[src/rtl/sdft_pkg.sv]
// Shared types and defaults for the sliding-DFT sequencer.
package sdft_pkg;

  localparam int default_data_width = 8;
  localparam int default_freq_bins  = 16;
  localparam int default_bin_width  = 23;
  localparam int bin_addr_w         = $clog2(default_freq_bins);

  typedef enum logic [2:0] {
    IDLE,
    START,
    WAIT_CALC,
    READ,
    WAIT_READ,
    PRESENT
  } state_t;

  // True when one more accepted sample completes a scan interval.
  function automatic logic count_wraps(input logic [7:0] count, input logic [7:0] divider);
    return ({1'b0, count} + 9'd1) >= {1'b0, divider};
  endfunction

endpackage

[src/rtl/sdft_sample_buffer.sv]
// One-entry sample holding register with sticky overrun detection.
module sdft_sample_buffer #(
  parameter int data_width = 8
) (
  input  logic                  clk,
  input  logic                  reset,
  input  logic [data_width-1:0] sample_in,
  input  logic                  sample_valid,
  input  logic                  consume,
  input  logic                  overrun_clear,
  output logic [data_width-1:0] held,
  output logic                  full,
  output logic                  overrun
);

  always_ff @(posedge clk or posedge reset) begin
    if (reset) begin
      held    <= '0;
      full    <= 1'b0;
      overrun <= 1'b0;
    end else begin
      // A capture in the cycle the held sample is consumed refills the entry.
      if (sample_valid && (!full || consume)) begin
        held <= sample_in;
        full <= 1'b1;
      end else if (consume) begin
        full <= 1'b0;
      end

      if (sample_valid && full && !consume) begin
        overrun <= 1'b1;
      end else if (overrun_clear) begin
        overrun <= 1'b0;
      end
    end
  end

endmodule

[src/rtl/sdft_scheduler.sv]
// Sequences sample updates and periodic bin scans through the sliding-DFT core.
module sdft_scheduler
  import sdft_pkg::*;
#(
  parameter int data_width   = default_data_width,
  parameter int freq_bins    = default_freq_bins,
  parameter int bin_width    = default_bin_width,
  parameter int scan_divider = 4
) (
  input  logic                         clk,
  input  logic                         reset,
  input  logic [data_width-1:0]        sample_in,
  input  logic                         sample_valid,
  input  logic                         overrun_clear,
  output logic [data_width-1:0]        sdft_sample,
  output logic                         sdft_start,
  output logic                         sdft_read,
  output logic [$clog2(freq_bins)-1:0] sdft_bin_addr,
  input  logic                         sdft_ready,
  input  logic [bin_width-1:0]         sdft_bin_real,
  input  logic [bin_width-1:0]         sdft_bin_imag,
  output logic                         bin_valid,
  input  logic                         bin_accept,
  output logic [$clog2(freq_bins)-1:0] bin_index,
  output logic [bin_width-1:0]         bin_real,
  output logic [bin_width-1:0]         bin_imag,
  output logic                         scan_done,
  output logic                         overrun,
  output logic                         busy
);

  localparam int addr_w = $clog2(freq_bins);
  localparam logic [addr_w-1:0] last_bin = addr_w'(freq_bins - 1);

  state_t              state;
  logic [data_width-1:0] held;
  logic                full;
  logic                consume;
  logic [7:0]          sample_count;
  logic                scan_pending;
  logic                scan_active;
  logic                blank;
  logic [addr_w-1:0]   scan_index;

  assign consume = (state == START);
  assign busy    = (state != IDLE);

  sdft_sample_buffer #(
    .data_width(data_width)
  ) u_buffer (
    .clk          (clk),
    .reset        (reset),
    .sample_in    (sample_in),
    .sample_valid (sample_valid),
    .consume      (consume),
    .overrun_clear(overrun_clear),
    .held         (held),
    .full         (full),
    .overrun      (overrun)
  );

  always_ff @(posedge clk or posedge reset) begin
    if (reset) begin
      state         <= IDLE;
      sdft_sample   <= '0;
      sdft_start    <= 1'b0;
      sdft_read     <= 1'b0;
      sdft_bin_addr <= '0;
      bin_valid     <= 1'b0;
      bin_index     <= '0;
      bin_real      <= '0;
      bin_imag      <= '0;
      scan_done     <= 1'b0;
      sample_count  <= '0;
      scan_pending  <= 1'b0;
      scan_active   <= 1'b0;
      blank         <= 1'b0;
      scan_index    <= '0;
    end else begin
      sdft_start <= 1'b0;
      sdft_read  <= 1'b0;
      scan_done  <= 1'b0;
      blank      <= 1'b0;
      case (state)
        IDLE: begin
          if (full && sdft_ready) begin
            state       <= START;
            sdft_start  <= 1'b1;
            sdft_sample <= held;
          end else if (scan_pending && sdft_ready) begin
            state         <= READ;
            sdft_read     <= 1'b1;
            sdft_bin_addr <= scan_index;
            scan_active   <= 1'b1;
          end
        end
        START: begin
          state <= WAIT_CALC;
          blank <= 1'b1;
          if (count_wraps(sample_count, 8'(scan_divider))) begin
            sample_count <= '0;
            scan_pending <= 1'b1;
          end else begin
            sample_count <= sample_count + 8'd1;
          end
        end
        WAIT_CALC: begin
          // The first cycle may still see the pre-start ready level.
          if (!blank && sdft_ready) begin
            if (scan_active) begin
              state         <= READ;
              sdft_read     <= 1'b1;
              sdft_bin_addr <= scan_index;
            end else begin
              state <= IDLE;
            end
          end
        end
        READ: begin
          state <= WAIT_READ;
          blank <= 1'b1;
        end
        WAIT_READ: begin
          if (!blank && sdft_ready) begin
            bin_real  <= sdft_bin_real;
            bin_imag  <= sdft_bin_imag;
            bin_index <= scan_index;
            bin_valid <= 1'b1;
            state     <= PRESENT;
          end
        end
        PRESENT: begin
          if (bin_accept) begin
            bin_valid <= 1'b0;
            if (scan_index == last_bin) begin
              scan_done    <= 1'b1;
              scan_pending <= 1'b0;
              scan_active  <= 1'b0;
              scan_index   <= '0;
              state        <= IDLE;
            end else begin
              scan_index <= scan_index + 1'b1;
              if (full) begin
                state       <= START;
                sdft_start  <= 1'b1;
                sdft_sample <= held;
              end else begin
                state         <= READ;
                sdft_read     <= 1'b1;
                sdft_bin_addr <= scan_index + 1'b1;
              end
            end
          end
        end
        default: state <= IDLE;
      endcase
    end
  end

endmodule
[config.mk]
export PLATFORM = sky130hd
export DESIGN_NAME = sdft_scheduler
export DESIGN_NICKNAME = d
export VERILOG_FILES = /design/src/rtl/sdft_pkg.sv /design/src/rtl/sdft_sample_buffer.sv /design/src/rtl/sdft_scheduler.sv
export SDC_FILE = /design/constraint.sdc
export NUM_CORES = 1
export LEC_CHECK = 0
export ABC_CLOCK_PERIOD_IN_PS = 3000
export CAP_MARGIN = 20
export CORE_MARGIN = 5
export CORE_UTILIZATION = 41
export DETAILED_ROUTE_END_ITERATION = 10
export HOLD_SLACK_MARGIN = 0.03
export PLACE_DENSITY = 0.88
export SYNTH_ARGS = -nofsm -noshare
export SYNTH_HDL_FRONTEND = slang
export SYNTH_SLANG_ARGS = --single-unit
[constraint.sdc]
create_clock -name clk -period 3 [get_ports clk]
set_input_delay 0.45 -clock clk [delete_from_list [all_inputs] [get_ports clk]]
set_output_delay 0.45 -clock clk [all_outputs]
set_load 0.01 [all_outputs]
==> impl_metrics.csv <==
group,metric,value,unit
run_status,status,"finished, final reports clean",
clocking,clockBufferDepth,2,
synth,syn_nets,339,
floorplanning,fp.dieW,106,µm
sta,rsz0062_at_grt,"false",
clocking,root_buffer,"clkbuf_8",
run,maxCapViolations,0,
clocking,cts_buffers,9,
worst_hold_path,hold_path.class,"in2async",
sta,fin_tns_setup,0,ps
layout,nets,467,
clocking,path_clk_slew,90,ps
sta,min_period,2380,ps
power_and_ir_drop,peakVddDrop,0.447,mV
setup_path,path_max_fanout,16,
clocking,cts.sinks,94,
synth,yosysUniqueCellTypes,39,
sta,slew_viol_final,0,
sta,setup_slack,624,ps
grt,grt_pass1_wl,13900,µm
place,globalplace.congestion,0.868,
layout,syn_to_final_growth,41.7,%
synth,syn_area,0.00380,mm²
place,place_area,0.00519,mm²
synth,synth-seq-cells,94,
drt,drt-initial-drc-count,59,
layout,final_cells,520,
setup_path,crit_required,2550,ps
layout,final_area,0.00539,mm²
grt,grt_start_max_net_pins,78,
synth,yosysSeqAreaShare,61.9,%
setup_path,rrSetupSlack,850,ps
layout,final_cell_mix,"clkdlybuf4s50_1, dfrtp_1, mux2_2",
setup_path,end_kind,"primary output",
place,numPortBuffers,127,
sta,fin_skew,9.23,ps
sta,fin_crit_sh,79.2,%
sta,slew_headroom,70.4,%
clocking,ctsResizeCount,0,
sta,setup_viol,0,
setup_path,cp-start-kind,"register",
synth,syn_avg_cell_area,13.8,µm²
clocking,clk_latency,340,ps
setup_path,rr_startpoint,"state[1]",
sta,tightest_slew,444,ps
layout,fillers,747,
power_and_ir_drop,leakagePower,0.00236,µW
clocking,tritoncts,"built",
drt,drc,0,
setup_path,worstSetupPathType,"reg2out",
layout,diodes,0,
sta,finalHoldViolations,0,
floorplanning,row_count,35,
synth,synth_cells,276,
grt,grt_overflow,0,
power_and_ir_drop,p_per_area,959,mW/mm²
drt,num_vias,2607,
layout,layout-drive-gt1-share,21.8,%
power_and_ir_drop,power,5160,µW
floorplanning,ios,128,
clocking,post-cts-setup-buffer-count,0,
synth,synth_warnings,0,
drt,drtAntennaViolNets,0,
clocking,ctsHoldBuffers,0,
place,place_ws,559,ps
grt,antenna_found_initial,0,
drt,wl_per_cell,16.0,µm
floorplanning,die-area,0.0113,mm²
setup_path,r2r-end,"scan_pending",
clocking,htreeDepth,3,
grt,grt_pass1_vias,2891,
setup_path,crit_arrival,1930,ps
drt,avgViaCountPerCell,5.01,
setup_path,reg2regPathDepth,4,
place,placed_cells,504,
drt,dr.pass1.iters,4,
floorplanning,start_util,41.5,%
floorplanning,fp.dieH,106,µm
grt,track_usage,15.4,%
sta,max_freq,0.421,GHz
layout,layout_commonest_cell,"clkdlybuf4s50_1",
floorplanning,coreArea,0.00915,mm²
drt,routed_wl,8340,µm
place,place_hpwl,6110,µm
metrics by stage:
| stage | hold WS, ps | util, % |
|---|---|---|
| after global routing | 389 | 58.8 |
| after detailed placement | 462 | 56.8 |
| after floorplan | 444 | - |
| after global placement | 461 | 56.8 |
| after CTS | 363 | 58.8 |
| final | 376 | 58.8 |
metal layers:
layer	part of all wire [%]	vias up	wire, µm	GRT usage (%)
met3	7.2	12	597	5.34
met4	1.9	0	161	5.74
met1	38	1302	3190	17.3
met2	53	74	4390	26.8
met5	0	-	0	0
li1	-	1219	-	-
worst max-delay path by stage:
stage               start                to  cells after the start
2_1_floorplan       reset       bin_imag[0]                      1
3_3_place_gp   bin_accept  sdft_bin_addr[2]                      5
3_5_place_dp   bin_accept  sdft_bin_addr[0]                      5
4_1_cts          state[1]              busy                      2
5_1_grt          state[1]              busy                      2
6_report         state[1]              busy                      2
registers in the layout, indices dropped and copies added (netlist names):
register,flops
sdft_sample,8
scan_active,1
scan_index,4
u_buffer.overrun,1
sdft_read,1
blank,1
bin_index,4
scan_done,1
u_buffer.held,8
scan_pending,1
bin_imag,23
sample_count,8
sdft_bin_addr,4
bin_real,23
state,3
u_buffer.full,1
bin_valid,1
sdft_start,1
worst max-delay path: stages, from the launching register on:
cell and delay (ps):
dfrtp_1 540, or3_1 510, clkdlybuf4s50_1 530
power breakdown:
part	leakage, µW	internal [µW]	switching, µW
clock network	0.0000899	388	428
registers	0.00116	1800	339
logic	0.00111	1360	848
area by class of cell:
| class | count | area, µm² | share of cell area, % |
|---|---|---|---|
| sequential | 94 | 2350 | 43.7 |
| clock buffer | 11 | 131 | 2.44 |
| clock inverter | 5 | 58.8 | 1.09 |
| tap | 111 | 139 | 2.58 |
| timing repair buffer | 129 | 1310 | 24.3 |
| inverter | 7 | 27.5 | 0.511 |
| multi-input combinational | 163 | 1370 | 25.3 |
Yosys cell counts, drive strengths merged:
cell / count / area, µm²
xnor2: 3 / 26.3
dfrtp: 94 / 2350
o31ai: 1 / 7.51
and4: 1 / 8.76
nand2: 20 / 75.1
and3b: 1 / 8.76
o31a: 1 / 8.76
o21a: 1 / 7.51
nand3b: 2 / 15.0
nor3: 4 / 20.0
o221ai: 1 / 8.76
o311ai: 1 / 8.76
a21boi: 1 / 7.51
nor2: 9 / 33.8
o21ai: 8 / 40.0
a21oi: 3 / 15.0
ha: 3 / 37.5
or2: 1 / 6.26
inv: 7 / 26.3
and2: 7 / 43.8
and3: 1 / 6.26
o2111ai: 1 / 26.3
o21bai: 1 / 7.51
clkbuf: 5 / 18.8
a311oi: 2 / 17.5
xor2: 1 / 8.76
or4: 1 / 7.51
nand2b: 2 / 12.5
mux2: 70 / 788
a22o: 2 / 17.5
or3b: 1 / 8.76
nand4b: 1 / 8.76
nor2b: 1 / 6.26
a22oi: 1 / 7.51
a21o: 3 / 22.5
buf: 7 / 41.3
nand3: 5 / 25.0
or3: 2 / 12.5
cells by family after synthesis:
group	synth area share, %
xor gates and xnor gates	0.922
and+or+nand+nor	7.87
adders and majority gates	0.988
AOI/OAI and AO/OA	5.33
muxes	20.7
DFF	61.9
buffers and inverters	2.27
No activity file was read; power rests on OpenSTA's default activity.
